### src/rtl/operand_fetch.sv
// ---------------------------------------------------------------------------
// operand_fetch
//
// Decode-stage operand reader and hazard controller for the five-stage
// pipeline. Reads the register file, picks each D-stage operand from the
// register file or the E/M result buses, and tracks the destinations of the
// instructions in E, M and W in three shadow slots. D is stalled when a
// producer result cannot reach its consumer in time. The block also holds
// the D/E operand register and re-forwards the held operands from M or W.
//
// Optional feature macro: OPFETCH_STALL_CNT_EN
//   defined   -> stall_cnt counts stall cycles (wraps, cleared by Rst)
//   undefined -> stall_cnt is tied to 0 and no counter logic is built
//
// Ports
//   Clk, Rst                 clock, synchronous active-high reset
//   d_valid                  instruction present in D
//   d_rs, d_rt               source register numbers
//   d_use_rs, d_use_rt       source actually read
//   d_tuse_rs, d_tuse_rt     cycles after D until the operand is consumed
//   d_dst, d_wen, d_tnew     destination, write enable, cycles until ready
//   rf_a1, rf_a2             register file read addresses
//   rf_rd1, rf_rd2           register file read data
//   e_fwd_data ... w_fwd_data stage result buses
//   stall                    hold D/F, inject a bubble into E
//   op_rs, op_rt             forwarded D-stage operands
//   e_valid                  D/E register valid
//   e_rs_val, e_rt_val       forwarded E-stage operands
//   stall_cnt                stall cycle counter
// ---------------------------------------------------------------------------
module operand_fetch (
    input  logic        Clk,
    input  logic        Rst,
    input  logic        d_valid,
    input  logic [4:0]  d_rs,
    input  logic [4:0]  d_rt,
    input  logic        d_use_rs,
    input  logic        d_use_rt,
    input  logic [1:0]  d_tuse_rs,
    input  logic [1:0]  d_tuse_rt,
    input  logic [4:0]  d_dst,
    input  logic        d_wen,
    input  logic [1:0]  d_tnew,
    output logic [4:0]  rf_a1,
    output logic [4:0]  rf_a2,
    input  logic [31:0] rf_rd1,
    input  logic [31:0] rf_rd2,
    input  logic [31:0] e_fwd_data,
    input  logic [31:0] m_fwd_data,
    input  logic [31:0] w_fwd_data,
    output logic        stall,
    output logic [31:0] op_rs,
    output logic [31:0] op_rt,
    output logic        e_valid,
    output logic [31:0] e_rs_val,
    output logic [31:0] e_rt_val,
    output logic [31:0] stall_cnt
);

    typedef struct packed {
        logic       valid;
        logic [4:0] dst;
        logic       wen;
        logic [1:0] tnew;
    } slot_t;

    slot_t       slot_e;
    slot_t       slot_m;
    slot_t       slot_w;

    logic [4:0]  e_rs_num;
    logic [4:0]  e_rt_num;
    logic [31:0] e_rs_reg;
    logic [31:0] e_rt_reg;

    logic        hazard_rs;
    logic        hazard_rt;

    // Register 0 is hard-wired, so it never takes part in matching.
    function automatic logic slot_match(input slot_t sl, input logic [4:0] src);
        return sl.valid && sl.wen && (sl.dst == src) && (src != 5'd0);
    endfunction

    // W is never a D-stage hazard: its result is already readable by then.
    function automatic logic src_hazard(input slot_t      sl_e,
                                        input slot_t      sl_m,
                                        input logic       use_src,
                                        input logic [1:0] tuse,
                                        input logic [4:0] src);
        logic e_late;
        logic m_late;
        e_late = slot_match(sl_e, src) && (sl_e.tnew > tuse);
        m_late = slot_match(sl_m, src) && (sl_m.tnew > tuse);
        return use_src && (e_late || m_late);
    endfunction

    // Youngest ready producer wins. No W bypass: the register file writes
    // on negedge, so a W result already shows up on rf_rd.
    function automatic logic [31:0] d_select(input slot_t       sl_e,
                                             input slot_t       sl_m,
                                             input logic [4:0]  src,
                                             input logic [31:0] rf_val,
                                             input logic [31:0] e_val,
                                             input logic [31:0] m_val);
        logic [31:0] sel;
        sel = rf_val;
        if (slot_match(sl_e, src) && (sl_e.tnew == 2'd0)) begin
            sel = e_val;
        end else if (slot_match(sl_m, src) && (sl_m.tnew == 2'd0)) begin
            sel = m_val;
        end
        return sel;
    endfunction

    // Fixes up operands captured in D while their producer was not ready yet.
    function automatic logic [31:0] e_select(input slot_t       sl_m,
                                             input slot_t       sl_w,
                                             input logic [4:0]  src,
                                             input logic [31:0] held,
                                             input logic [31:0] m_val,
                                             input logic [31:0] w_val);
        logic [31:0] sel;
        sel = held;
        if (slot_match(sl_m, src) && (sl_m.tnew == 2'd0)) begin
            sel = m_val;
        end else if (slot_match(sl_w, src)) begin
            sel = w_val;
        end
        return sel;
    endfunction

    function automatic slot_t age_slot(input slot_t sl);
        slot_t aged;
        aged = sl;
        if (sl.tnew != 2'd0) begin
            aged.tnew = sl.tnew - 2'd1;
        end
        return aged;
    endfunction

    assign rf_a1 = d_rs;
    assign rf_a2 = d_rt;

    always_comb begin
        hazard_rs = src_hazard(slot_e, slot_m, d_use_rs, d_tuse_rs, d_rs);
        hazard_rt = src_hazard(slot_e, slot_m, d_use_rt, d_tuse_rt, d_rt);
        stall     = d_valid && (hazard_rs || hazard_rt);
    end

    always_comb begin
        op_rs = d_select(slot_e, slot_m, d_rs, rf_rd1, e_fwd_data, m_fwd_data);
        op_rt = d_select(slot_e, slot_m, d_rt, rf_rd2, e_fwd_data, m_fwd_data);
    end

    always_comb begin
        e_rs_val = e_select(slot_m, slot_w, e_rs_num, e_rs_reg, m_fwd_data, w_fwd_data);
        e_rt_val = e_select(slot_m, slot_w, e_rt_num, e_rt_reg, m_fwd_data, w_fwd_data);
    end

    always_ff @(posedge Clk) begin
        if (Rst) begin
            slot_e   <= '0;
            slot_m   <= '0;
            slot_w   <= '0;
            e_valid  <= 1'b0;
            e_rs_num <= '0;
            e_rt_num <= '0;
            e_rs_reg <= '0;
            e_rt_reg <= '0;
        end else begin
            slot_w <= slot_m;
            slot_m <= age_slot(slot_e);
            if (stall) begin
                slot_e   <= '0;
                e_valid  <= 1'b0;
                e_rs_num <= '0;
                e_rt_num <= '0;
                e_rs_reg <= '0;
                e_rt_reg <= '0;
            end else begin
                slot_e   <= slot_t'{valid: d_valid, dst: d_dst, wen: d_wen, tnew: d_tnew};
                e_valid  <= d_valid;
                e_rs_num <= d_rs;
                e_rt_num <= d_rt;
                e_rs_reg <= op_rs;
                e_rt_reg <= op_rt;
            end
        end
    end

`ifdef OPFETCH_STALL_CNT_EN
    logic [31:0] stall_cnt_q;

    always_ff @(posedge Clk) begin
        if (Rst) begin
            stall_cnt_q <= '0;
        end else if (stall) begin
            stall_cnt_q <= stall_cnt_q + 32'd1;
        end
    end

    assign stall_cnt = stall_cnt_q;
`else
    assign stall_cnt = '0;
`endif

endmodule
### config.mk
export PLATFORM = sky130hd
export DESIGN_NAME = operand_fetch
export DESIGN_NICKNAME = d
export VERILOG_FILES = /design/src/rtl/operand_fetch.sv
export SDC_FILE = /design/constraint.sdc
export NUM_CORES = 1
export LEC_CHECK = 0
export ABC_AREA = 1
export BUFFER_PORTS_ARGS = -buffer_cell sky130_fd_sc_hd__buf_2
export CAP_MARGIN = 20
export CORE_MARGIN = 1
export CORE_UTILIZATION = 35
export DETAILED_ROUTE_END_ITERATION = 6
export PLACE_DENSITY_LB_ADDON = 0.15
export SETUP_SLACK_MARGIN = 0.05
export SLEW_MARGIN = 10
export SYNTH_ARGS = -nofsm -noshare
export SYNTH_HDL_FRONTEND = slang
export SYNTH_SLANG_ARGS = --single-unit
export TNS_END_PERCENT = 50
### constraint.sdc
create_clock -name Clk -period 1.5 [get_ports Clk]
set_clock_uncertainty 0.1 [all_clocks]
set_input_delay 0.225 -clock Clk [delete_from_list [all_inputs] [get_ports Clk]]
set_output_delay 0.225 -clock Clk [all_outputs]
set_load 0.01 [all_outputs]
# Word level (Yosys, flattened, before mapping)
# Index checks and enable logic that the tools add are counted.
[totals] regBits=99 input_bits=187 output_inout_bits=172 wordCells=80
[op_classes] n_addsub=1 magnitude_cmp=4 n_eq_ne=8 n_mux=9 reduce_logical=43
[op_table] cell="2-to-1 mux 32 bit" count=8
[op_table] cell="== test 5 bit" count=8
[op_table] cell="logical AND 1 bit" count=32
[op_table] cell="nonzero test 5 bit" count=4
[op_table] cell="greater-than comparator 2 bit" count=4
[op_table] cell="logical NOT 2 bit" count=2
[op_table] cell="logical OR 1 bit" count=3
[op_table] cell="2-to-1 mux 2 bit" count=1
[op_table] cell="nonzero test 2 bit" count=1
[op_table] cell="OR reduction 2 bit" count=1
[op_table] cell="subtractor 2 x 1 -> 2 bit (second input constant)" count=1

# Depth between registers and ports, before layout
# Gate-level depths: netlist of run 1.
[depth] depth_word=9 mapped_depth=14 depth_no_buf=13

# Least setup slack after synthesis of run 1
# No wires, ideal clock.
[synth_timing] path_kind="register -> output" start="reg slot_e[8] (netlist name)" end="out op_rs[13]" arrival_time_ns=1.475 required_time_ns=1.175 setup_slack_ns=-0.300 stages_incl_launch_ff=9 path_buffers=1 cell_sequence="dfxtp_1 > nand2_1 > nand3b_1 > nor2_1 > nand3_2 > clkbuf_1 > or2_2 > nand2_1 > inv_1"
[synth_via] elab_chain_cells=5
[synth_lines] item="start: declaration" line_no="67" source="slot_t slot_e;"
[synth_lines] item="start signal: assignment" line_no="181" source="slot_e <= slot_t'{valid: d_valid, dst: d_dst, wen: d_wen, tnew: d_tnew};"
[synth_lines] item="logical AND 1 bit (3 in series)" line_no="81" source="return sl.valid && sl.wen && (sl.dst == src) && (src != 5'd0);"
[synth_lines] item="logical AND 1 bit" line_no="107" source="if (slot_match(sl_e, src) && (sl_e.tnew == 2'd0)) begin"
[synth_lines] item="2-to-1 mux 32 bit" line_no="107"
[synth_lines] item="end: declaration" line_no="52" source="output logic [31:0] op_rs,"
# No other way between the ends.

# Worst setup path in the final report of run 1
[layout_timing] start="reg slot_m[3] (netlist name)" end="out op_rt[19]"
[layout_via] elab_chain_cells=6
[layout_lines] item="start: declaration" line_no="68" source="slot_t slot_m;"
[layout_lines] item="start signal: assignment" line_no="172" source="slot_m <= age_slot(slot_e);"
[layout_lines] item="== test 5 bit" line_no="81"
[layout_lines] item="logical AND 1 bit (2 in series)" line_no="81"
[layout_lines] item="logical AND 1 bit" line_no="109" source="end else if (slot_match(sl_m, src) && (sl_m.tnew == 2'd0)) begin"
[layout_lines] item="2-to-1 mux 32 bit" line_no="109"
[layout_lines] item="2-to-1 mux 32 bit" line_no="107"
[layout_lines] item="end: declaration" line_no="53" source="output logic [31:0] op_rt,"
# No other way between the ends.

==> results of run 1 <==
layout make-up:
cell class,count,area [um2],share of cell area
multi-input cells,863,4680,0.394
diodes,1,2.50,0.000211
inverters,186,731,0.0615
well taps,270,338,0.0284
flip-flops and latches,99,2030,0.171
clock inverters,7,82.6,0.00695
repair buffers,508,3790,0.319
clock buffers,9,225,0.0189
worst paths after layout:
path | from | end | depth (start not counted)
worst min-delay path | d_valid | slot_e[8] | 3
worst max-delay path | slot_m[3] | op_rt[19] | 11
worst min register to register | slot_m[2] | slot_w[2] | 2
worst max register to register | slot_m[7] | e_rt_reg[16] | 13
cell usage after synthesis:
cell / instances
dfxtp_1: 99
xnor2_1: 9
buf_2: 20
nand3_2: 4
nand2_2: 1
o21ai_1: 28
nor4_1: 3
inv_2: 11
ha_1: 8
or2_0: 10
nor3b_1: 1
a21oi_1: 11
inv_1: 175
nand3b_1: 34
buf_6: 8
xor2_1: 7
nor3_1: 5
nor3_2: 1
clkbuf_1: 25
nand2_1: 422
buf_1: 3
nor2_1: 113
or2_2: 24
o21ai_0: 4
nand3_1: 106
nand4_1: 2
o211ai_1: 32
o22ai_1: 1
nand4_2: 1
conb_1: 1
nor3b_2: 1
nand2_8: 1
nor2_2: 2
buf_4: 49
cells in the final DEF, fill, tap and decap left out, types with 25 or more instances in the layout:
| cell | n |
|---|---|
| nand2_1 | 341 |
| buf_2 | 311 |
| inv_1 | 139 |
| buf_4 | 120 |
| nor2_1 | 104 |
| nand3_1 | 84 |
| nand2_2 | 77 |
| dfxtp_1 | 74 |
| inv_2 | 41 |
| nand3b_1 | 34 |
| o211ai_1 | 32 |
| conb_1 | 32 |
| buf_6 | 25 |
repair_timing:
| action | in CTS | in global routing |
|---|---|---|
| setup buffers | 4 | 14 |
| setup endpoints to repair | 212 | 212 |
| endpoints found under the hold margin | 8 | 0 |
| pin swaps | 17 | 14 |
| gates resized for setup | 101 | 115 |
| hold buffers | 8 | 0 |
| gates cloned | 4 | 17 |
routing by layer:
| layer | routed length [um] | vias up | global-route usage |
|---|---|---|---|
| li1 | - | 4566 | - |
| met1 | 12900 | 4161 | 0.323 |
| met2 | 15100 | 433 | 0.453 |
| met3 | 2360 | 67 | 0.0342 |
| met4 | 1010 | 0 | 0.0916 |
| met5 | 0 | - | 0 |
through the flow:
| stage | hold WS [ns] | area [um2] | TNS (ns) | std cells |
|---|---|---|---|---|
| floorplan | 0.237 | 7690 | -27.85 | 1253 |
| global placement | 0.309 | 10100 | -102.57 | 1879 |
| detailed placement | 0.314 | 10100 | -108.36 | 1879 |
| CTS | 0.0277 | 11000 | -140.25 | 1911 |
| global route | 0.0564 | 11900 | -168.22 | 1943 |
| finish | 0.0481 | 11900 | -145.29 | 1943 |
report_power, final:
part	internal (uW)	total [uW]	leakage (uW)	switching [uW]
clock	1320	2480	0.000145	1150
combinational	904	1910	0.00576	1000
sequential	2760	2820	0.000833	66.8
total	4980	7210	0.00673	2220
cell families (layout without fill, tap and decap cells):
family / after synthesis / in the layout / share of synthesized area
AND/OR/NAND/NOR: 731 / 731 / 0.440
AO/OA/AOI/OAI: 76 / 76 / 0.0638
other: 1 / 33 / 0.000518
buffers and inverters: 291 / 710 / 0.188
flip-flops: 99 / 99 / 0.274
XOR/XNOR: 16 / 16 / 0.0194
adder cells (fa/ha/maj): 8 / 8 / 0.0138
tightest hold or removal path: stages:
cell	delay (ns)
buf_2	0.11
nand4_1	0.09
inv_1	0.04
==> metrics, run 1 <==
Mapped Cells 1222; worst slack at placement -0.614 ns; Worst path max stage delay 0.38 ns; library cells used by synthesis 34; syn_area_per_cell 5.92 um2; largest net degree at the start of global routing 37; PD cells 606 nW/um2; fmax 416 MHz; CP arrival 2.08 ns; DR pass1 iterations 5; Max-Cap Viols 0; register area share after synthesis 0.274; Final Util 0.587; RSZ-0062 raised after global routing true; Tmin final 2.41 ns; total power 7210 uW; CTS root buffer clkbuf_16; initial antenna violation count 1; # clock sinks 99; Req. time, crit path 1.17 ns; # H-tree levels 3; Layout area overhead 64.3%; Synth top area share 0.274; Tcrit/Tclk final 1.60; CP Max Fanout 6; routability cong. 0.949; Clock Latency Late Sink 0.35 ns; Startpoint Class flop; Starting Density 0.357; grt ovf 0; first-pass GRT wire length 43100 um; GRT Total Usage 0.259; final WL 31400 um; num rows 52; PortBufs 326; Ys Warns 0; Leak 0.00673 uW; initial DRC count 504; vias in the first global route 8334; Bufs and invs on worst path 4; CP Capture Type output pin; Yosys top cell by area dfxtp_1; setup slack, reg-to-reg -0.54 ns; height of the die 146 um; Setup WS post-layout -0.907 ns; pins over their slew limit 0; Final #Nets 1862; CP delay by family, top simple AND/OR/NAND/NOR gates; run status complete, but fails checks; deepest clock path buffer count 2; Peak VDD IR 659 uV; wire length per cell 16.2 um; Layout fillers 2029; ratio of cells with drive above 1 in the final layout 0.462; top cells by area, synth dfxtp_1 27%, nand2_1 22%, inv_1 9.1%, nand3_1 7.3%, nor2_1 5.9%; CTS clock-pin slew for the worst setup and hold paths 0.07 ns; Post-DP HPWL 20500 um; final hold violations 0; crit-path cells inv_2, nand2_1, nand3_1, nor2_2, nand3_4, buf_4, nand2_1, nand3_1, o21ai_1, inv_1, buf_2; CTS Buf Count 9; failing checks setup timing; # setup viols final 212; Seq cells post-synth 99; # IOs 359; CP max stage cell dfxtp_4; Hold/Removal Path Class in -> reg; total number of vias 9227; CTS tree built; core area 20200 um2; drt drc 0; die width 146 um; WS Path Type reg -> out; die footprint 21200 um2; post-synth design cell area 7230 um2; ANT nets after route 0; Avg Vias per Cell 4.75
(Power assumes the default switching activity.)
==> run 2, diff against run 1 <==
--- a/config.mk
+++ b/config.mk
@@ -11,6 +11,7 @@
 export CORE_MARGIN = 1
 export CORE_UTILIZATION = 35
 export DETAILED_ROUTE_END_ITERATION = 6
+export MAX_ROUTING_LAYER = met4
 export PLACE_DENSITY_LB_ADDON = 0.15
 export SETUP_SLACK_MARGIN = 0.05
 export SLEW_MARGIN = 10
==> run 2 against run 1 <==
Net effect: the run still ends with setup timing left; global-route usage increased by 3.3 points; flip-flop and latch count is the same; sequential power about the same; non-clock buffer count grew 41; hold slack got worse by 0.018 ns; count of clock-buffer cells in the layout stayed put; design area up 11%; wire length increased by 11%; sequential share of layout area decreased by 1.7 points; clock power is 2% higher; final cell count increased by 2.1%; critical path type unchanged; largest power group unchanged.
==> metrics, run 2 (synthesized netlist as in run 1, its figures left out) <==
Peak VDD IR 530 uV; Hold/Removal Path Class in -> reg; pins over their slew limit 0; # H-tree levels 3; core area 20200 um2; Setup WS post-layout -0.863 ns; GRT Total Usage 0.292; Leak 0.00743 uW; # IOs 359; RSZ-0062 raised after global routing true; CP Capture Type output pin; post-place instance area 10000 um2; DR pass1 iterations 5; initial DRC count 606; Clock Latency Late Sink 0.36 ns; Max-Cap Viols 0; Startpoint Class flop; die footprint 21200 um2; CTS Buf Count 9; height of the die 146 um; PortBufs 326; die width 146 um; vias in the first global route 8770; run status complete, but fails checks; commonest non-fill, non-tap cells in the layout 313 x nand2_1, 279 x buf_2, 137 x inv_1, 135 x buf_4, 104 x nor2_1; total number of vias 9775; drt drc 0; Starting Density 0.357; initial antenna violation count 2; largest net degree at the start of global routing 39; # setup viols final 211; Req. time, crit path 1.17 ns; Final #Nets 1903; fmax 423 MHz; Post-DP HPWL 20300 um; Final Cell Area 13200 um2; failing checks setup timing; ratio of cells with drive above 1 in the final layout 0.534; Tmin final 2.36 ns; Final Util 0.654; # clock sinks 99; CP arrival 2.04 ns; Avg Vias per Cell 4.93; CTS clock-pin slew for the worst setup and hold paths 0.08 ns; CTS tree built; Tcrit/Tclk final 1.58; WS Path Type reg -> out; first-pass GRT wire length 46500 um; ANT nets after route 0; CTS root buffer clkbuf_16; Layout area overhead 82.9%; wire length per cell 17.5 um; CP Max Fanout 9; most common cell after layout, fill and taps aside nand2_1; final hold violations 0; grt ovf 0; num rows 52; PD cells 575 nW/um2; routability cong. 0.974; Layout fillers 1821; final WL 34700 um; deepest clock path buffer count 2
## run 2: cell count changes in the layout (fill, tap and decap cells not counted), sizes merged
cell      change
buf          +38
clkbuf        +3
clkinv        +2
clkinvlp      -2
## run 2: area by class of cell
class / count / area (um2) / area share
flip-flops and latches: 99 / 2040 / 0.154
multi-input cells: 863 / 5190 / 0.392
well taps: 270 / 338 / 0.0255
diodes: 1 / 2.50 / 0.000189
clock inverters: 7 / 95.1 / 0.00719
clock buffers: 9 / 225 / 0.0170
inverters: 186 / 736 / 0.0556
repair buffers: 549 / 4610 / 0.348
## run 2: critical path: stages, from the launching register on
cell and delay, ns:
dfxtp_2 0.34, xnor2_2 0.16, nand2_2 0.09, nor2_4 0.16, nand3_4 0.09, buf_12 0.18
clkbuf_16 0.17, or2_1 0.22, nand2_2 0.10, inv_2 0.04, buf_6 0.11
## run 2: layer usage
metal / GRT usage / up-vias / part of all wire
li1: - / 4669 / -
met1: 0.359 / 4519 / 0.41
met2: 0.480 / 504 / 0.48
met3: 0.0404 / 83 / 0.076
met4: 0.116 / 0 / 0.035
met5: - / - / 0
## run 2: final timing paths
path / to / slack (ns) / cells after the start / from
setup / recovery: op_rs[23] / -0.86 / 10 / slot_e[7]
hold / removal: slot_e[8] / 0.03 / 3 / d_valid
setup reg to reg: e_rs_reg[6] / -0.75 / 16 / slot_m[5]
hold reg to reg: slot_w[2] / 0.32 / 2 / slot_m[2]
## run 2: per-stage QoR
stage          hold slack [ns]  cells  setup TNS [ns]  worst slack [ns]  total power (uW)
2_1_floorplan            0.237   1253          -27.85            -0.178              3780
3_3_place_gp             0.309   1877          -99.44            -0.620              4570
3_5_place_dp             0.312   1877         -104.68            -0.607              4580
4_1_cts                 0.0134   1928         -135.59            -0.847              7400
5_1_grt                 0.0278   1984         -167.76            -0.975              7950
6_report                0.0300   1984         -141.21            -0.863              7600
## run 2: what timing repair did
action	CTS	global route
endpoints found under the hold margin	8	0
setup buffers	15	30
gates resized for setup	162	227
hold buffers	8	0
endpoints found under the setup margin	212	212
gates cloned	12	26
pin swaps	35	37
## run 2: where the power goes
| part | total [uW] | internal (uW) | switching [uW] |
|---|---|---|---|
| sequential | 2830 | 2760 | 69.0 |
| clock | 2540 | 1350 | 1200 |
| combinational | 2230 | 1100 | 1130 |
| total | 7600 | 5200 | 2400 |
